<file path="src/rtl/exception_ctrl_if.sv">
// Exception-path bundle between maindec/datapath and the exception controller.
// master = datapath side (drives PC/cause), slave = exception_ctrl.
interface exception_ctrl_if #(
   parameter int N     = 64,
   parameter int CNT_W = 8
);
   logic [N-1:0]     PC;
   logic [3:0]       EStatus;
   logic             ERet;
   logic             Exc;
   logic [N-1:0]     ExcVector;
   logic             ERetTaken;
   logic [N-1:0]     ELR;
   logic [N-1:0]     ESR;
   logic             ExtIAck;
   logic             InHandler;
   logic             Halt;
   logic [CNT_W-1:0] IrqCount;

   modport master (
      output PC, EStatus, ERet,
      input  Exc, ExcVector, ERetTaken, ELR, ESR, ExtIAck, InHandler, Halt, IrqCount
   );

   modport slave (
      input  PC, EStatus, ERet,
      output Exc, ExcVector, ERetTaken, ELR, ESR, ExtIAck, InHandler, Halt, IrqCount
   );
endinterface

</file>
<file path="src/rtl/exception_ctrl.sv">
// Exception controller for single-cycle LEGv8: takes/returns exceptions, holds ELR/ESR, halts on double fault.
// Latency: redirect (Exc/ERetTaken) is same-cycle comb; ELR/ESR/ack visible next cycle. No backpressure.
module exception_ctrl #(
   parameter int           N          = 64,
   parameter logic [N-1:0] EXC_VECTOR = 64'hD8,
   parameter int           CNT_W      = 8
) (
   input logic             clk,
   input logic             reset,
   exception_ctrl_if.slave bus
);

   localparam logic [3:0]       ES_NONE = 4'b0000;
   localparam logic [3:0]       ES_IRQ  = 4'b0001;
   localparam logic [CNT_W-1:0] CNT_ONE = 1;
   localparam logic [CNT_W-1:0] CNT_MAX = '1;

   typedef enum logic [1:0] {
      ST_RUN     = 2'd0,
      ST_HANDLER = 2'd1,
      ST_HALTED  = 2'd2
   } state_t;

   state_t state;
   state_t state_nxt;

   logic es_any;
   logic es_irq;
   logic es_inv;

   logic exc;
   logic eret_taken;
   logic cap_elr;
   logic cap_esr;
   logic irq_take;
   logic in_handler;
   logic halt;

   logic [N-1:0]     elr;
   logic [N-1:0]     esr;
   logic             ext_iack;
   logic [CNT_W-1:0] irq_count;

   // Any nonzero cause other than IRQ is treated as invalid-class.
   assign es_any = (bus.EStatus != ES_NONE);
   assign es_irq = (bus.EStatus == ES_IRQ);
   assign es_inv = es_any & ~es_irq;

   always_ff @(posedge clk) begin
      if (!reset) begin
         state <= ST_RUN;
      end else begin
         state <= state_nxt;
      end
   end

   always_comb begin
      state_nxt = state;
      case (state)
         ST_RUN: begin
            if (es_any) state_nxt = ST_HANDLER;
         end
         ST_HANDLER: begin
            // ERET wins over any simultaneous cause; IRQ stays masked.
            if (bus.ERet)       state_nxt = ST_RUN;
            else if (es_inv)    state_nxt = ST_HALTED;
         end
         ST_HALTED: begin
            state_nxt = ST_HALTED;
         end
         default: begin
            state_nxt = ST_RUN;
         end
      endcase
   end

   always_comb begin
      exc        = 1'b0;
      eret_taken = 1'b0;
      cap_elr    = 1'b0;
      cap_esr    = 1'b0;
      irq_take   = 1'b0;
      in_handler = 1'b0;
      halt       = 1'b0;
      case (state)
         ST_RUN: begin
            exc      = reset & es_any;
            cap_elr  = exc;
            cap_esr  = exc;
            irq_take = exc & es_irq;
         end
         ST_HANDLER: begin
            in_handler = 1'b1;
            eret_taken = reset & bus.ERet;
            // Double fault records its cause but keeps ELR pointing at the first fault.
            cap_esr    = reset & ~bus.ERet & es_inv;
         end
         ST_HALTED: begin
            halt = 1'b1;
         end
         default: begin
            halt = 1'b0;
         end
      endcase
   end

   always_ff @(posedge clk) begin
      if (!reset) begin
         elr       <= '0;
         esr       <= '0;
         ext_iack  <= 1'b0;
         irq_count <= '0;
      end else begin
         ext_iack <= irq_take;
         if (cap_elr) begin
            elr <= bus.PC;
         end
         if (cap_esr) begin
            esr <= {{(N-4){1'b0}}, bus.EStatus};
         end
         if (irq_take && (irq_count != CNT_MAX)) begin
            irq_count <= irq_count + CNT_ONE;
         end
      end
   end

   assign bus.Exc       = exc;
   assign bus.ExcVector = EXC_VECTOR;
   assign bus.ERetTaken = eret_taken;
   assign bus.ELR       = elr;
   assign bus.ESR       = esr;
   assign bus.ExtIAck   = ext_iack;
   assign bus.InHandler = in_handler;
   assign bus.Halt      = halt;
   assign bus.IrqCount  = irq_count;

endmodule

</file>
<file path="src/flat_wrapper.sv">
// flat-port wrapper written by rule: the top's interface ports become plain ports
module exception_ctrl_flat 
#(
   parameter int           N          = 64,
   parameter logic [N-1:0] EXC_VECTOR = 64'hD8,
   parameter int           CNT_W      = 8
)
  (clk, reset, bus_PC, bus_EStatus, bus_ERet, bus_Exc, bus_ExcVector, bus_ERetTaken, bus_ELR, bus_ESR, bus_ExtIAck, bus_InHandler, bus_Halt, bus_IrqCount);
  exception_ctrl_if #(.N(N), .CNT_W(CNT_W)) bus_i ();
  input logic clk;
  input logic reset;
  input wire logic [$bits(bus_i.PC)-1:0] bus_PC;
  input wire logic [$bits(bus_i.EStatus)-1:0] bus_EStatus;
  input wire logic [$bits(bus_i.ERet)-1:0] bus_ERet;
  output wire logic [$bits(bus_i.Exc)-1:0] bus_Exc;
  output wire logic [$bits(bus_i.ExcVector)-1:0] bus_ExcVector;
  output wire logic [$bits(bus_i.ERetTaken)-1:0] bus_ERetTaken;
  output wire logic [$bits(bus_i.ELR)-1:0] bus_ELR;
  output wire logic [$bits(bus_i.ESR)-1:0] bus_ESR;
  output wire logic [$bits(bus_i.ExtIAck)-1:0] bus_ExtIAck;
  output wire logic [$bits(bus_i.InHandler)-1:0] bus_InHandler;
  output wire logic [$bits(bus_i.Halt)-1:0] bus_Halt;
  output wire logic [$bits(bus_i.IrqCount)-1:0] bus_IrqCount;
  assign bus_i.PC = bus_PC;
  assign bus_i.EStatus = bus_EStatus;
  assign bus_i.ERet = bus_ERet;
  assign bus_Exc = bus_i.Exc;
  assign bus_ExcVector = bus_i.ExcVector;
  assign bus_ERetTaken = bus_i.ERetTaken;
  assign bus_ELR = bus_i.ELR;
  assign bus_ESR = bus_i.ESR;
  assign bus_ExtIAck = bus_i.ExtIAck;
  assign bus_InHandler = bus_i.InHandler;
  assign bus_Halt = bus_i.Halt;
  assign bus_IrqCount = bus_i.IrqCount;
  exception_ctrl #(.N(N), .EXC_VECTOR(EXC_VECTOR), .CNT_W(CNT_W)) u_core (.clk(clk), .reset(reset), .bus(bus_i));
endmodule
</file>
<file path="config.mk">
export PLATFORM = sky130hd
export DESIGN_NAME = exception_ctrl_flat
export DESIGN_NICKNAME = d
export VERILOG_FILES = /design/src/rtl/exception_ctrl_if.sv /design/src/rtl/exception_ctrl.sv /design/src/flat_wrapper.sv
export SDC_FILE = /design/constraint.sdc
export NUM_CORES = 1
export LEC_CHECK = 0
export BUFFER_PORTS_ARGS = -buffer_cell sky130_fd_sc_hd__buf_2
export CAP_MARGIN = 20
export CORE_AREA = 2 2 108 110
export CTS_CLUSTER_DIAMETER = 150
export DETAILED_ROUTE_END_ITERATION = 10
export DIE_AREA = 0 0 110 112
export PLACE_DENSITY = 0.78
export SYNTH_ARGS = -nofsm -noshare
export SYNTH_HDL_FRONTEND = slang
export SYNTH_SLANG_ARGS = --single-unit
</file>
<file path="constraint.sdc">
create_clock -name clk -period 2.4 [get_ports clk]
set_clock_uncertainty 0.05 [all_clocks]
set_input_delay 0.12 -clock clk [delete_from_list [all_inputs] [get_ports clk]]
set_output_delay 0.12 -clock clk [all_outputs]
set_load 0.005 [all_outputs]
</file>
[After elaboration in Yosys (flattened, before gate mapping)]
Index checks and enable logic that the tools add are counted.
Word-level totals
  register bits: 79
  bits of input ports: 71
  output and inout port bits: 205
  logic and storage cells: 34
Cells by class
  add/sub/neg operators: 1
  eq/ne operators: 6
  multiplexer cells: 10
  bitwise operators: 8
  reductions and logical operators: 4
Operators by type and width (number)
  $add 8x1->8 const B: 1
  $ne 8x8->1 const B: 1
  $and 1x1->1: 6
  $mux 2: 3
  $pmux 2 s3: 1
  $mux 1: 5
  $eq 4x1->1 const B: 1
  $reduce_bool 4->1: 1
  $ne 3x2->1 const B: 1
  $eq 2x1->1 const B: 1
  $eq 2x2->1 const B: 1
  $logic_not 2->1: 1
  $ne 2x1->1 const B: 1
  $not 1->1: 2
  $pmux 1 s2: 1
  $reduce_and 2->1: 1
  $logic_and 1x1->1: 1

[Depth between registers and ports, before layout]
  word-level depth: 6
  gate-level depth with buffers: 7
  depth with buffers taken out: 5

[Worst setup path after synthesis]
No wires, ideal clock.
  path type: reg2reg
  start: register u_core.irq_count[0] (netlist: u_core.bus.IrqCount[0])
  end: register u_core.irq_count[1] (netlist: u_core.bus.IrqCount[1])
  arrival time: 1.309 ns
  data required time: 2.231 ns
  slack: 0.922 ns
  stages on the path, launching flop included: 7
  cells stage by stage: dfxtp_1 ha_1 nand3_1 o211ai_2 buf_2 mux2i_1 nor2_1
Between the ends
  cells in the longest elaborated chain, start to end: 2
RTL lines
  start, declared: RTL line exception_ctrl.sv:42  | logic [CNT_W-1:0] irq_count;
  start signal, assigned: RTL line exception_ctrl.sv:122  | irq_count <= irq_count + CNT_ONE;
  branches (longest 2 deep; another with $add 8x1->8)
Parallel ways; which one is timed is not known.
A chain may end at the register's enable or synchronous reset.

[Final worst setup path]
  start: register u_core.state[0]
  end: output bus_Exc
Between the ends
  cells in the longest elaborated chain, start to end: 2
RTL lines
  start, declared: RTL line exception_ctrl.sv:24  | state_t state;
  start signal, assigned: RTL line exception_ctrl.sv:53  | state <= state_nxt;
  $logic_not 2->1: RTL line exception_ctrl.sv:85  | case (state)
  $mux 1: RTL line exception_ctrl.sv:85
  end, declared: RTL line flat_wrapper.sv:15  | output wire logic [$bits(bus_i.Exc)-1:0] bus_Exc;
Every way passes these cells.

==> flow_metrics.py <==
metrics = {
    "clock_network": {
        "clk_latency_ns": 0.32,
        "cts-root-buf": "clkbuf_16",
        "holdBufCountCts": 65,
        "numCtsBuffers": 9,
        "ctsLongestPathBuffers": 2,
        "htreeDepth": 3,
        "post_cts_buffers": 0,
        "path_clk_slew_ns": 0.06,
        "clock-sinks": 79,
        "cts_tree": "built",
        "ctsResizeCount": 0,
    },
    "setup_path": {
        "start_kind": "flop",
        "arrival_ns": 1.67,
        "worstPathMaxFanout": 69,
        "reg2reg_depth": 5,
        "reg2reg_from": "u_core.bus.IrqCount[0]",
        "cp-end-kind": "primary output",
        "critical_path_class": "flop to primary output",
        "r2r_end": "u_core.bus.IrqCount[5]",
        "ff2ff_setup_slack_ns": 0.64,
        "required_ns": 2.23,
    },
    "synth": {
        "synth-edff-count": 0,
        "ys_dominant_reg_cell": "dfxtp_1",
        "synthTopCellsByCount": "nand2_1 (138), buf_4 (124), dfxtp_1 (79), o21ai_0 (44), o21ai_1 (21)",
        "netlist_area_sq_um": 3820,
        "synth_top_area_cell": "dfxtp_1",
        "ys_seq_area_frac": 0.414,
        "synth_area_per_cell_sq_um": 7.95,
        "netlist_instances": 481,
        "synth.most_common_cell": "nand2_1",
        "synth_cell_types": 33,
        "yosysWarnings": 0,
        "synthTopCellsByArea": "dfxtp_1 (41%), buf_4 (24%), nand2_1 (14%), o21ai_0 (5.8%), o21ai_1 (2.7%)",
        "yosys_register_bits": 79,
        "synthArstFlopShare": 0,
        "yosys.area.top_type_share": 0.414,
    },
    "timing": {
        "slew_headroom": 0.508,
        "hold_violations": 0,
        "setup_viol": 0,
        "slew_viol_final": 0,
        "worst_pin_slew_ns": 0.738,
        "post-route-period-util": 0.766,
        "rsz0062_at_grt": "false",
        "finalSetupTns_ns": 0,
        "clock.fmax_mhz": 544,
        "min_period_ns": 1.84,
    },
    "route": {
        "ant_nets": 0,
        "drtIter0Drc": 164,
        "topRoutingLayerUsed": "met4",
        "drt_wl_total_mm": 9.22,
        "wl_per_cell_microns": 11.1,
        "dr.pass1.iters": 4,
        "via_per_inst": 4.07,
        "route.met2.wl_mm": 4.66,
        "wl_met1_mm": 3.63,
        "route.met3.wl_microns": 741,
        "drc_errors": 0,
        "dr_total_vias": 3385,
    },
    "global_routing": {
        "grt_pass1_wl_mm": 14.3,
        "grt_pass1_vias": 3141,
        "antenna_found_initial": 0,
        "grt.total_usage": 0.147,
        "grt_max_degree": 70,
        "gr-total-overflow": 0,
    },
    "hold_path": {
        "min_from": "bus_EStatus[0]",
        "hold_end": "u_core.bus.ESR[0]",
        "holdPathStages": 3,
        "hp-class": "input port to flop",
    },
    "placement": {
        "gp_congestion": 0.743,
        "post-dp-hpwl_mm": 5.92,
        "io_buffers": 151,
    },
    "die": {
        "start_util": 0.342,
        "num_rows": 39,
        "die_area_sq_um": 12300,
        "die_w_microns": 110,
        "io_pins": 276,
        "fp.coreArea_sq_um": 11200,
        "die_y_microns": 112,
    },
    "power_and_ir_drop": {
        "p_leak_nw": 2.60,
        "peakVddDrop_v": 0.000336,
        "totalPowerFinal_mw": 3.65,
        "p_per_area_nw_per_um2": 699,
    },
    "layout": {
        "multi_input_area_sq_um": 1660,
        "drive_gt1_frac": 0.253,
        "fin_nets": 757,
        "antenna_cells": 0,
        "fill_cells": 1029,
        "area_delta_synth_final_pct": 36.5,
        "regArea_sq_um": 1580,
    },
    "outcome": {
        "outcome": "completed",
    },
    "run": {
        "cap_viol_max_count": 0,
    },
}
[cells by family after synthesis]
family                   Yosys count  share of synthesized area
AO/OA/AOI/OAI                     81                      0.117
XOR/XNOR                           1                    0.00229
adder cells (fa/ha/maj)            1                    0.00327
buffers and inverters            151                      0.274
flip-flops                        79                      0.414
multiplexers                       5                     0.0131
other                              2                    0.00196
AND/OR/NAND/NOR                  161                      0.174
[worst max-delay path by stage]
stage	start	end
6_report	u_core.state[0]	bus_Exc
5_1_grt	u_core.state[0]	bus_Exc
4_1_cts	u_core.state[0]	bus_Exc
3_5_place_dp	bus_EStatus[3]	u_core.bus.IrqCount[5]
3_3_place_gp	bus_EStatus[3]	u_core.bus.IrqCount[5]
2_1_floorplan	u_core.bus.IrqCount[0]	u_core.bus.IrqCount[1]
[stage by stage]
step / hold WS (ns) / instances / utilization / cell area [sq um] / setup WS [ns]
after floorplan: 0.171 / 603 / - / 4280 / 0.922
after global placement: 0.264 / 752 / 0.379 / 4230 / 0.706
after detailed placement: 0.268 / 752 / 0.379 / 4230 / 0.645
after CTS: 0.00911 / 832 / 0.467 / 5220 / 0.532
after global routing: 0.0283 / 832 / 0.467 / 5220 / 0.430
final: 0.0230 / 832 / 0.467 / 5220 / 0.561
[placed cells by master, fill, tap and decap left out, drive strengths merged, types with 5 or more instances in the layout]
| cell | count |
|---|---|
| conb | 124 |
| clkbuf | 9 |
| o21ai | 65 |
| dlygate4sd3 | 65 |
| o31ai | 5 |
| nand3 | 5 |
| a21oi | 5 |
| mux2i | 5 |
| nand2 | 138 |
| dfxtp | 79 |
| buf | 154 |
[report_power, final]
group,leakage [nW],switching (mW),total [mW],internal (mW)
Combinational,1.79,0.313,0.599,0.286
Sequential,0.654,0.0679,1.52,1.45
Clock,0.158,0.521,1.53,1.01
[sequential cells by signal, indices dropped and copies added (netlist names)]
| signal | cells |
|---|---|
| u_core.bus.ExtIAck | 1 |
| u_core.bus.IrqCount | 8 |
| u_core.bus.ESR | 4 |
| u_core.state | 2 |
| u_core.bus.ELR | 64 |
[per-layer routing]
metal / vias up / track usage
met5: - / 0
met4: 0 / 0.0624
met2: 168 / 0.255
met1: 1502 / 0.163
met3: 17 / 0.0474
li1: 1698 / -
[worst max-delay path, stage by stage, from the launching register on]
cell      delay [ns]
dfxtp_1         0.32
nand2b_1        0.20
a211oi_4        0.35
buf_12          0.29
buf_2           0.17
[final cells by class]
class                      instances  area share
clock buffer                       9      0.0432
clock inverter                     6      0.0211
inverter                           3     0.00216
multi-input combinational        373       0.318
sequential                        79       0.303
tap                              143      0.0343
timing repair buffer             219       0.279
No activity file was read; power rests on OpenSTA's default activity.
